## config.mk

```make
export PLATFORM = sky130hd
export DESIGN_NAME = serial_recv_align
export DESIGN_NICKNAME = d
export VERILOG_FILES = /design/src/rtl/serial_recv_align.sv
export SDC_FILE = /design/constraint.sdc
export NUM_CORES = 1
export LEC_CHECK = 0
export ABC_CLOCK_PERIOD_IN_PS = 4800
export CORE_UTILIZATION = 63
export DETAILED_ROUTE_END_ITERATION = 16
export PLACE_DENSITY = 0.85
export SLEW_MARGIN = 30
export SYNTH_ARGS = -nofsm -noshare
export SYNTH_HDL_FRONTEND = slang
export SYNTH_SLANG_ARGS = --single-unit
```

## constraint.sdc

```tcl
create_clock -name CLKS -period 4.8 [get_ports CLKS]
set_clock_uncertainty 0.1 [all_clocks]
set_input_delay 0.96 -clock CLKS [delete_from_list [all_inputs] [get_ports CLKS]]
set_output_delay 0.96 -clock CLKS [all_outputs]
set_load 0.02 [all_outputs]
```

## src/rtl/serial_recv_align.sv

```systemverilog
// serial_recv_align: word aligner for a 2-bit-per-clock DDR serial link.
// It hunts for the 16-bit word boundary using a training pattern. Once
// locked, it emits one recovered word every 8 serial clocks.
//
// state    | meaning
// ---------+-------------------------------------------------------------
// S_HUNT   | trying the current bit offset; slip by one bit on mismatch
// S_CONFIRM| pattern seen at this offset; counting consecutive matches
// S_LOCKED | boundary fixed; DOUT updated every frame, errors counted
module serial_recv_align #(
  parameter logic [15:0] PATTERN    = 16'h00FF,
  parameter int          LOCK_COUNT = 4
) (
  input  logic        CLKS,
  input  logic        RSTXS,
  input  logic [1:0]  DIN,
  input  logic        TRAIN,
  input  logic        ALIGN_REQ,
  output logic [15:0] DOUT,
  output logic        DOUT_VLD,
  output logic        LOCKED,
  output logic [7:0]  ERR_CNT
);

  localparam logic [3:0] LOCK_CNT4 = 4'(LOCK_COUNT);

  typedef enum logic [1:0] {
    S_HUNT    = 2'd0,
    S_CONFIRM = 2'd1,
    S_LOCKED  = 2'd2
  } state_t;

  state_t      state_q, state_d;
  logic [31:0] hist_q;
  logic [2:0]  ph_q;
  logic [3:0]  ofs_q, ofs_d;
  logic [3:0]  mcnt_q, mcnt_d;
  logic [15:0] dout_q, dout_d;
  logic        vld_q, vld_d;
  logic [7:0]  err_q, err_d;
  logic [15:0] cand_w;
  logic        eval;
  logic        match;

  // Candidate word at the current bit offset; odd offsets cover half-pair slips.
  assign cand_w = hist_q[{1'b0, ofs_q} +: 16];
  assign eval   = (ph_q == 3'd7);
  assign match  = (cand_w == PATTERN);

  // Shift history and free-running frame phase; phase is never touched by alignment.
  always_ff @(posedge CLKS or negedge RSTXS) begin
    if (!RSTXS) begin
      hist_q <= 32'h0;
      ph_q   <= 3'd0;
    end else begin
      hist_q <= {hist_q[29:0], DIN[1], DIN[0]};
      ph_q   <= ph_q + 3'd1;
    end
  end

  // State, offset, match count and registered outputs.
  always_ff @(posedge CLKS or negedge RSTXS) begin
    if (!RSTXS) begin
      state_q <= S_HUNT;
      ofs_q   <= 4'd0;
      mcnt_q  <= 4'd0;
      dout_q  <= 16'h0000;
      vld_q   <= 1'b0;
      err_q   <= 8'h00;
    end else begin
      state_q <= state_d;
      ofs_q   <= ofs_d;
      mcnt_q  <= mcnt_d;
      dout_q  <= dout_d;
      vld_q   <= vld_d;
      err_q   <= err_d;
    end
  end

  // Next-state logic; ALIGN_REQ overrides any frame evaluation in the same cycle.
  always_comb begin
    state_d = state_q;
    ofs_d   = ofs_q;
    mcnt_d  = mcnt_q;
    dout_d  = dout_q;
    vld_d   = 1'b0;
    err_d   = err_q;
    if (ALIGN_REQ) begin
      // Offset is kept so an undisturbed link relocks without slipping.
      state_d = S_HUNT;
      mcnt_d  = 4'd0;
      err_d   = 8'h00;
    end else if (eval) begin
      case (state_q)
        S_HUNT: begin
          if (match) begin
            mcnt_d  = 4'd1;
            state_d = S_CONFIRM;
          end else begin
            ofs_d = ofs_q + 4'd1;
          end
        end
        S_CONFIRM: begin
          if (match) begin
            mcnt_d = mcnt_q + 4'd1;
            if (mcnt_q + 4'd1 == LOCK_CNT4) begin
              state_d = S_LOCKED;
            end
          end else begin
            ofs_d   = ofs_q + 4'd1;
            mcnt_d  = 4'd0;
            state_d = S_HUNT;
          end
        end
        S_LOCKED: begin
          dout_d = cand_w;
          vld_d  = 1'b1;
          if (TRAIN && !match && (err_q != 8'hFF)) begin
            err_d = err_q + 8'h01;
          end
        end
        default: begin
          state_d = S_HUNT;
          mcnt_d  = 4'd0;
        end
      endcase
    end
  end

  assign DOUT     = dout_q;
  assign DOUT_VLD = vld_q;
  assign LOCKED   = (state_q == S_LOCKED);
  assign ERR_CNT  = err_q;

endmodule

```

# Word-level counts from Yosys, hierarchy flattened
# Cells that the tools add are included.
# totals
inputBits,6
word_cells,55
reg_bits,70
# classes
shifts,1
n_addsub,4
n_eq_ne,9
n_reduce_logical,13
muxes,18
bitwise,2
# op_table
op,n
$mux 8,4
$shiftx 32x5->16,1
$eq 16x8->1 const B,1
$mux 4,4
$pmux 4 s3,1
$mux 2,5
$reduce_and 3->1,3
$add 4x1->4 const B,2
$add 8x1->8 const B,1
$ne 8x8->1 const B,1
$reduce_and 4->1,2
$pmux 2 s3,1
$reduce_bool 2->1,3
$eq 4x3->1 const B,1
$ne 4x4->1 const B,1
$add 3x1->3 const B,1
$eq 3x3->1 const B,1
$mux 1,3
$ne 3x3->1 const B,1
$eq 2x1->1 const B,1
$eq 2x2->1 const B,1
$logic_and 1x1->1,2
$logic_not 2->1,1
$ne 2x2->1 const B,1
other kinds (3),4

# Depth between registers and ports, before layout
# Gate-level depths: netlist of the first run.
# logic_depth
depth_word,9
ltp_mapped,13

# Least setup slack after synthesis of the first run
# OpenSTA, ideal clock, no wires.
# synth_timing
path_kind,reg2reg
from,reg ofs_q[1]
to,reg err_q[3] (netlist: ERR_CNT[3])
path_slack_ns,1.968
arrival_time_ns,2.607
setup_ns,0.125
required_ns,4.575
stages_incl_launch_ff,11
cell_sequence,dfrtp_1 buf_6 buf_12 mux2i_1 mux4_2 a222oi_1 nor3_1 nand4_4 nor2_4 nor4b_1 mux2_2
# synth_via
elab_chain_cells,7
# synth_lines
item,line,source
from (decl),36,"logic [3:0] ofs_q, ofs_d;"
from (signal assigned),72,ofs_q <= ofs_d;
$shiftx 32x5->16,46,"assign cand_w = hist_q[{1'b0, ofs_q} +: 16];"
$eq 16x8->1,48,assign match = (cand_w == PATTERN);
$logic_not 1->1,118,if (TRAIN && !match && (err_q != 8'hFF)) begin
$logic_and 1x1->1 (2 in a row),118,
$reduce_bool 2->1 (no source line),n/a,
$reduce_and 3->1 (no source line),n/a,
to (signal assigned),76,err_q <= err_d;
to (decl),40,"logic [7:0] err_q, err_d;"
# No other way between the ends.
# A chain may end at the register's enable or synchronous reset.

# Worst setup path after layout of the first run
# layout_timing
from,reg ofs_q[2]
to,reg err_q[3] (netlist: ERR_CNT[3])
# The elaborated chain is that of the path after synthesis.

==> results of run 1 <==
## layout make-up
cell class              instances  area [sq um]
flip-flops and latches         69          1730
fillers                       406          1710
clock inverters                 4          22.5
inverters                       6          22.5
multi-input cells             256          2230
clock buffers                  12           155
repair buffers                 38           378
well taps                      77          96.3
## per-layer routing
layer | track usage [%] | vias up | share of wire (%)
met2 | 41.8 | 113 | 46
met4 | 11.1 | 0 | 2.4
li1 | - | 1394 | -
met5 | 0 | - | 0
met1 | 42.8 | 1537 | 46
met3 | 5.07 | 21 | 6.1
## placed cells by master, fill, tap and decap left out, types with 6 or more instances in the layout
cell	count
dfrtp_1	67
nand2_1	33
mux2i_1	31
clkdlybuf4s50_1	30
mux4_2	23
nor2_1	22
mux2_2	22
a21oi_1	12
clkbuf_8	11
o21ai_0	10
nor2b_1	9
nand3_1	8
nor3_1	6
ha_1	6
buf_4	6
## sequential cells by signal, indices dropped and copies added, names as in the netlist
name      cells
state_q       2
ERR_CNT       8
ofs_q         4
DOUT         16
DOUT_VLD      1
hist_q       31
ph_q          3
mcnt_q        4
## power by group through the flow
stage	combinational (uW)	clock, uW	sequential [uW]
2_1_floorplan	673	0	634
3_3_place_gp	683	0	731
3_5_place_dp	692	0	735
4_1_cts	701	430	724
5_1_grt	761	458	742
6_report	709	425	727
## stage by stage
| step | cells | hold slack [ns] | setup WS, ns | util (%) | total power, uW |
|---|---|---|---|---|---|
| after detailed placement | 446 | 0.254 | 1.07 | 70.2 | 1430 |
| after global routing | 462 | 0.288 | 0.801 | 73.1 | 1960 |
| after CTS | 462 | 0.272 | 1.04 | 73.0 | 1860 |
| after global placement | 445 | 0.252 | 1.09 | 69.8 | 1410 |
| final | 462 | 0.270 | 1.02 | 73.1 | 1860 |
| after floorplan | 355 | 0.247 | 1.97 | - | 1310 |
## cells in the mapped netlist, drive strengths merged (6+ instances only)
library cell	number	area, sq um
dfrtp	69	1730
nand2	33	124
mux2i	31	310
mux4	25	571
nor2	23	93.8
mux2	22	248
buf	17	118
a21oi	12	60.1
o21ai	12	60.1
nor2b	9	56.3
nand3	8	40.0
clkbuf	7	26.3
and2	6	37.5
ha	6	75.1
inv	6	22.5
nor3	6	30.0
o211ai	6	58.8
## how the worst max path moves through the flow
stage / end / slack (ns) / cells after the start
3_3_place_gp: ERR_CNT[3] / 1.09 / 8
4_1_cts: ERR_CNT[3] / 1.04 / 9
2_1_floorplan: ERR_CNT[3] / 1.97 / 10
5_1_grt: ERR_CNT[3] / 0.80 / 9
6_report: ERR_CNT[3] / 1.02 / 9
3_5_place_dp: ERR_CNT[3] / 1.07 / 9
## cells by family (layout without fill, tap and decap cells)
group                      count (synthesis)  after routing  share of synthesized area [%]
AOI/OAI and AO/OA                         59             59                           10.2
and+or+nand+nor                          109            109                           13.9
DFF                                       69             69                           41.8
xor gates and xnor gates                   4              4                          0.849
muxes                                     78             78                           27.4
buffers and inverters                     30             60                           4.03
adders and majority gates                  6              6                           1.82
## critical path, cell delays in order, from the launching register on
cell      delay [ns]
dfrtp_1         0.76
buf_4           0.37
mux4_2          0.54
mux2i_1         0.29
a222oi_1        0.18
nor4_1          0.39
nand4_4         0.21
nor2_4          0.38
nor4b_1         0.12
mux2_2          0.29
==> key figures, run 1 <==
Min path
  – Hold Crit Start: hist_q[1]
  – Hold Path Sink: hist_q[3]
  – Hold Path Class: reg -> reg
  – Hold path depth: 0

Logic synthesis
  – Yosys reg bits: 69
  – Net count after synthesis: 367
  – YS warnings: 0
  – Post-synth EDFFs: 0
  – Syn_area_per_cell: 11.6 sq um
  – Main synth FF type: dfrtp_1
  – Post-synth cell types: 63
  – Post-synth ARST share: 100%
  – Mapped Cells: 355
  – Mapped Area: 0.00413 sq mm
  – Register area share after synthesis: 41.8%

Detailed routing
  – Via density: 6.63
  – DR DRC count: 0
  – DRT Pass-1 Iters: 5
  – Post-Route WL: 8.89 mm
  – Vias: 3065
  – Post-route ant nets: 0
  – Initial DRC count: 295
  – Mean routed wirelength per cell: 19.2 microns

Power
  – Switching Power: 685 uW
  – Sw Ratio: 36.8%
  – Combinational fraction of design power: 38.1%
  – Clk pwr share: 22.8%
  – Internal power: 1180 uW
  – Max IR drop VDD: 237 uV
  – Flop pwr share: 39.1%
  – LEAKAGE: 0.00193 uW
  – Pwr/cell area: 401 mW/mm^2

Setup path
  – Crit path DAT: 3.91 ns
  – CP startpoint: ofs_q[2]
  – Worst-path maximum fanout: 19
  – Setup crit start kind: flip-flop
  – Worst R2R End: ERR_CNT[3]
  – Crit path required time: 4.93 ns
  – Register-to-register setup slack: 1.02 ns
  – FF-to-FF path depth: 9
  – Kind of critical path: reg -> reg
  – Setup crit end kind: flip-flop
  – Reg2Reg Launch Point: ofs_q[2]

Clocking
  – Hold Buf Count CTS: 0
  – Setup Buffers After CTS: 0
  – Num Clock Sinks: 69
  – Root Driver: clkbuf_8
  – Post-CTS resize count: 0
  – CTS Buf Count: 9
  – Clk buf depth: 2
  – CTS tree: built
  – Clock transition at the registers of the reported paths: 0.07 ns
  – Worst-Skew Late Latency: 0.34 ns
  – H-tree depth: 3

Floorplan
  – FP Rows: 29
  – Core ar.: 0.00635 sq mm
  – DIE WIDTH: 82.9 microns
  – Initial Util: 65.0%
  – Die area: 0.00688 sq mm
  – Die Y: 82.9 microns
  – I/O pins: 32

Place
  – GPL Wtd Cong: 0.886
  – Post-DP HPWL: 6.29 mm
  – Buffers on Ports: 31
  – Cell area after placement: 0.00446 sq mm

Run status
  – Status: finished clean

Final layout
  – Share of cells above drive strength 1: 20.0%
  – # diodes: 0
  – Synth-to-Final Area Change: 12.4%
  – # nets final: 392
  – Post-route cell area: 0.00464 sq mm

STA
  – Slew @ Worst Pin: 0.878 ns
  – Rel. slew slack: 40.7%
  – Setup TNS: 0 ns
  – Fmax: 264 MHz
  – Hold Vio Cnt, Final: 0
  – Minimum clock period: 3.78 ns
  – Unrepaired setup endpoints after global routing: no
  – Final setup violating endpoints: 0
  – Fin crit share: 78.8%
  – Slew Limit Fails: 0

Run
  – Max cap viols: 0

Global routing
  – Gr usage total: 28.6%
  – Vias in the first global route: 2995
  – GR Overflow Total: 0
  – First-pass GRT wire length: 15.4 mm
  – Largest net degree at the start of global routing: 43
  – Initial antenna violation count: 0
No activity file was read; power rests on OpenSTA's default activity.
==> run 2: changes to the inputs <==
--- a/config.mk
+++ b/config.mk
@@ -5,10 +5,10 @@
 export SDC_FILE = /design/constraint.sdc
 export NUM_CORES = 1
 export LEC_CHECK = 0
-export ABC_CLOCK_PERIOD_IN_PS = 4800
-export CORE_UTILIZATION = 63
+export ABC_CLOCK_PERIOD_IN_PS = 3500
+export CORE_UTILIZATION = 59
 export DETAILED_ROUTE_END_ITERATION = 16
-export PLACE_DENSITY = 0.85
+export PLACE_DENSITY = 0.81
 export SLEW_MARGIN = 30
 export SYNTH_ARGS = -nofsm -noshare
 export SYNTH_HDL_FRONTEND = slang
==> constraint.sdc (replaced) <==
create_clock -name CLKS -period 3.5 [get_ports CLKS]
set_clock_uncertainty 0.1 [all_clocks]
set_input_delay 0.7 -clock CLKS [delete_from_list [all_inputs] [get_ports CLKS]]
set_output_delay 0.7 -clock CLKS [all_outputs]
set_load 0.02 [all_outputs]
==> key figures, run 2 (synthesis gave the netlist of run 1 again) <==
Detailed routing
  – Post-Route WL: 9.24 mm
  – Post-route ant nets: 0
  – DR DRC count: 0
  – Mean routed wirelength per cell: 19.5 microns
  – Initial DRC count: 244
  – DRT Pass-1 Iters: 5
  – Vias: 3072
  – Via density: 6.48

Power
  – Tot Pwr: 2770 uW
  – Max IR drop VDD: 328 uV
  – Switching Power: 975 uW
  – LEAKAGE: 0.00197 uW
  – Clk pwr share: 25.6%
  – Pwr/cell area: 582 mW/mm^2
  – Sw Ratio: 35.2%
  – Internal power: 1790 uW
  – Flop pwr share: 33.0%
  – Combinational fraction of design power: 41.4%

Final layout
  – # diodes: 0
  – Synth-to-Final Area Change: 15.2%
  – Most frequent cells in the layout: 68 x dfrtp_1, 33 x nand2_1, 30 x mux2i_1, 30 x clkdlybuf4s50_1, 23 x mux4_2
  – Max reg flops: 31
  – Commonest non-fill, non-tap cell in the layout: dfrtp_1
  – # nets final: 401
  – Largest Register: hist_q
  – Share of cells above drive strength 1: 21.8%

Setup path
  – Crit path DAT: 3.51 ns
  – Crit path required time: 3.65 ns
  – Worst-path maximum fanout: 11
  – Kind of critical path: reg -> reg
  – Setup crit end kind: flip-flop
  – Setup crit start kind: flip-flop

STA
  – Fmax: 297 MHz
  – Final setup violating endpoints: 0
  – Unrepaired setup endpoints after global routing: no
  – Worst hold slack: 0.267 ns
  – Slew Limit Fails: 0
  – Post-route setup slack: 0.133 ns
  – Minimum clock period: 3.37 ns
  – Rel. slew slack: 54.1%
  – Hold Vio Cnt, Final: 0
  – Fin crit share: 96.2%
  – Slew @ Worst Pin: 0.688 ns
  – Setup TNS: 0 ns

Clocking
  – Worst-Skew Late Latency: 0.36 ns
  – H-tree depth: 3
  – CTS Buf Count: 9
  – Clk buf depth: 2
  – Clock transition at the registers of the reported paths: 0.08 ns
  – CTS tree: built
  – Root Driver: clkbuf_8
  – Num Clock Sinks: 69
  – Hold Buf Count CTS: 0

Global routing
  – Largest net degree at the start of global routing: 43
  – First-pass GRT wire length: 15.4 mm
  – Initial antenna violation count: 0
  – Gr usage total: 27.9%
  – GR Overflow Total: 0
  – Vias in the first global route: 2947

Floorplan
  – I/O pins: 32
  – Die area: 0.00733 sq mm
  – Core ar.: 0.00676 sq mm
  – FP Rows: 30
  – Die Y: 85.6 microns
  – DIE WIDTH: 85.6 microns
  – Initial Util: 61.1%

Place
  – Dpl ws: 0.102 ns
  – Post-DP HPWL: 6.77 mm
  – GPL Wtd Cong: 0.962
  – Buffers on Ports: 31

Run status
  – Status: finished clean

Min path
  – Hold Path Class: reg -> reg

Run
  – Max cap viols: 0
-- run 2: metrics by stage --
step | instance area [sq um] | instances | util [%]
floorplan | 4130 | 355 | -
global placement | 4530 | 457 | 67.0
detailed placement | 4530 | 457 | 67.0
CTS | 4740 | 473 | 70.2
global route | 4750 | 474 | 70.4
finish | 4750 | 474 | 70.4
-- run 2: path summary, 6_finish.rpt --
| check | depth (start not counted) | slack (ns) | from | endpoint |
|---|---|---|---|---|
| worst max-delay path | 10 | 0.13 | ofs_q[2] | mcnt_q[3] |
| worst min-delay path | 0 | 0.27 | hist_q[1] | hist_q[3] |
| worst max register to register | 10 | 0.13 | ofs_q[2] | mcnt_q[3] |
| worst min register to register | 0 | 0.27 | hist_q[1] | hist_q[3] |
| max in group asynchronous | 2 | 2.19 | RSTXS | hist_q[16] |
| min in group asynchronous | 1 | 0.28 | RSTXS | ERR_CNT[6] |
-- run 2: power groups by stage --
stage | combinational [uW] | clock, uW | sequential, uW
after floorplan | 922 | 0 | 869
after global placement | 1110 | 0 | 926
after detailed placement | 1110 | 0 | 928
after CTS | 1120 | 721 | 913
after global routing | 1220 | 760 | 922
final | 1150 | 708 | 914
-- run 2: per-layer routing --
metal | global-route usage [%] | share of wire [%] | wire, microns | vias to the layer above
met3 | 6.06 | 6.3 | 585 | 15
li1 | - | - | - | 1412
met2 | 41.8 | 46 | 4280 | 117
met4 | 9.85 | 1.6 | 150 | 0
met5 | 0 | 0 | 0 | -
met1 | 40.5 | 46 | 4220 | 1528
-- run 2: critical path, stage by stage (launching register included) --
cell and delay [ns]:
dfrtp_1 0.43, buf_4 0.24, mux4_2 0.51, mux2i_1 0.33, a222oi_1 0.22, nor4_1 0.42, nand4_4 0.21, nor2_4 0.23
buf_4 0.22, nor4bb_1 0.08, a221o_1 0.27
-- run 2: area by class of cell --
class | instances | area [sq um]
Clock buffer | 10 | 128
Clock inverter | 6 | 87.6
Fill cell | 482 | 2000
Inverter | 6 | 22.5
Multi-Input combinational cell | 256 | 2240
Sequential cell | 69 | 1730
Tap cell | 80 | 100
Timing Repair Buffer | 47 | 450
-- run 2: what timing repair did --
action / 4_1_cts / 5_1_grt
setup buffers: 0 / 1
setup endpoints to repair: 0 / 6
resized for setup: 0 / 1
endpoints found under the hold margin: 0 / 0
==> run 3: changes to the inputs <==
--- a/config.mk
+++ b/config.mk
@@ -7,6 +7,7 @@
 export LEC_CHECK = 0
 export ABC_CLOCK_PERIOD_IN_PS = 3500
 export CORE_UTILIZATION = 59
+export CTS_BUF_LIST = sky130_fd_sc_hd__clkbuf_8 sky130_fd_sc_hd__clkbuf_16
 export DETAILED_ROUTE_END_ITERATION = 16
 export PLACE_DENSITY = 0.81
 export SLEW_MARGIN = 30
==> key figures, run 3 (synthesis gave the netlist of run 1 again) <==
Run status
  – Status: finished clean

Clocking
  – CTS tree: built
  – Root Driver: clkbuf_8
  – Hold Buf Count CTS: 0
  – Clock transition at the registers of the reported paths: 0.08 ns
  – H-tree depth: 3
  – Clk buf depth: 2
  – CTS Buf Count: 9
  – Num Clock Sinks: 69
  – Worst-Skew Late Latency: 0.36 ns

STA
  – Hold Vio Cnt, Final: 0
  – Fmax: 297 MHz
  – Slew Limit Fails: 0
  – Slew @ Worst Pin: 0.688 ns
  – Post-route setup slack: 0.133 ns
  – Setup TNS: 0 ns
  – Fin crit share: 96.2%
  – Final setup violating endpoints: 0
  – Unrepaired setup endpoints after global routing: no
  – Minimum clock period: 3.37 ns
  – Rel. slew slack: 54.1%

Final layout
  – Max reg flops: 31
  – Commonest non-fill, non-tap cell in the layout: dfrtp_1
  – Share of cells above drive strength 1: 21.8%
  – Most frequent cells in the layout: 68 x dfrtp_1, 33 x nand2_1, 30 x mux2i_1, 30 x clkdlybuf4s50_1, 23 x mux4_2
  – Synth-to-Final Area Change: 15.2%
  – Largest Register: hist_q
  – # diodes: 0
  – # fillers: 482
  – Post-route cell area: 0.00475 sq mm
  – Final core occ: 70.4%
  – # nets final: 401

Setup path
  – Kind of critical path: reg -> reg
  – Worst-path maximum fanout: 11
  – Crit path DAT: 3.51 ns
  – Setup crit end kind: flip-flop
  – Setup crit start kind: flip-flop
  – Crit path required time: 3.65 ns

Global routing
  – Gr usage total: 27.9%
  – First-pass GRT wire length: 15.4 mm
  – Largest net degree at the start of global routing: 43
  – Vias in the first global route: 2947
  – GR Overflow Total: 0
  – Initial antenna violation count: 0

Floorplan
  – Die area: 0.00733 sq mm
  – FP Rows: 30
  – Core ar.: 0.00676 sq mm
  – Initial Util: 61.1%
  – I/O pins: 32
  – DIE WIDTH: 85.6 microns
  – Die Y: 85.6 microns

Place
  – Dpl ws: 0.102 ns
  – Cell area after placement: 0.00453 sq mm
  – Buffers on Ports: 31
  – Post-DP HPWL: 6.77 mm
  – GPL Wtd Cong: 0.962

Min path
  – Hold Path Class: reg -> reg

Detailed routing
  – DRT Pass-1 Iters: 5
  – Post-Route WL: 9.25 mm
  – Mean routed wirelength per cell: 19.5 microns
  – Post-route ant nets: 0
  – DR DRC count: 0
  – Vias: 3076
  – Initial DRC count: 244
  – Via density: 6.49

Run
  – Max cap viols: 0

Power
  – LEAKAGE: 0.00198 uW
  – Pwr/cell area: 582 mW/mm^2
  – Max IR drop VDD: 328 uV
## run 3: per-stage QoR
step           hold WS (ns)  std cells  power (uW)
2_1_floorplan         0.247        355        1790
3_3_place_gp          0.255        457        2030
3_5_place_dp          0.252        457        2040
4_1_cts               0.267        473        2750
5_1_grt               0.290        474        2900
6_report              0.267        474        2760
## run 3: layout make-up
| cell class | instances | area (sq um) | area share (%) |
|---|---|---|---|
| flip-flops and latches | 69 | 1730 | 36.4 |
| repair buffers | 47 | 450 | 9.48 |
| inverters | 6 | 22.5 | 0.474 |
| clock buffers | 9 | 124 | 2.61 |
| clock inverters | 7 | 91.3 | 1.92 |
| multi-input cells | 256 | 2240 | 47.1 |
| well taps | 80 | 100 | 2.11 |
## run 3: report_power, final
part           total (uW)  switching (uW)  internal, uW
logic                1150             584           562
registers             914            83.4           831
clock network         705             308           397
total                2760             976          1790
## run 3: repair_timing
action                                  CTS  global route
endpoints found under the setup margin    0             6
resized for setup                         0             1
setup buffers                             0             1
## run 3: per-layer routing
metal	part of all wire, %	routed length, microns	global-route usage [%]
met5	0	0	0
met4	1.5	143	9.85
met1	46	4220	40.5
met2	46	4300	41.8
met3	6.3	587	6.06
## run 3: worst paths after layout
path	startpoint	to	slack, ns	depth (start not counted)
worst min register to register	hist_q[1]	hist_q[3]	0.27	0
max in group asynchronous	RSTXS	hist_q[16]	2.19	2
worst max register to register	ofs_q[2]	mcnt_q[3]	0.13	10
min in group asynchronous	RSTXS	ERR_CNT[6]	0.28	1
worst min-delay path	hist_q[1]	hist_q[3]	0.27	0
worst max-delay path	ofs_q[2]	mcnt_q[3]	0.13	10
## run 3: worst max-delay path, cell delays in order (launching register included)
cell	delay, ns
dfrtp_1	0.43
buf_4	0.24
mux4_2	0.51
mux2i_1	0.33
a222oi_1	0.22
nor4_1	0.42
nand4_4	0.21
nor2_4	0.23
buf_4	0.22
nor4bb_1	0.08
a221o_1	0.27
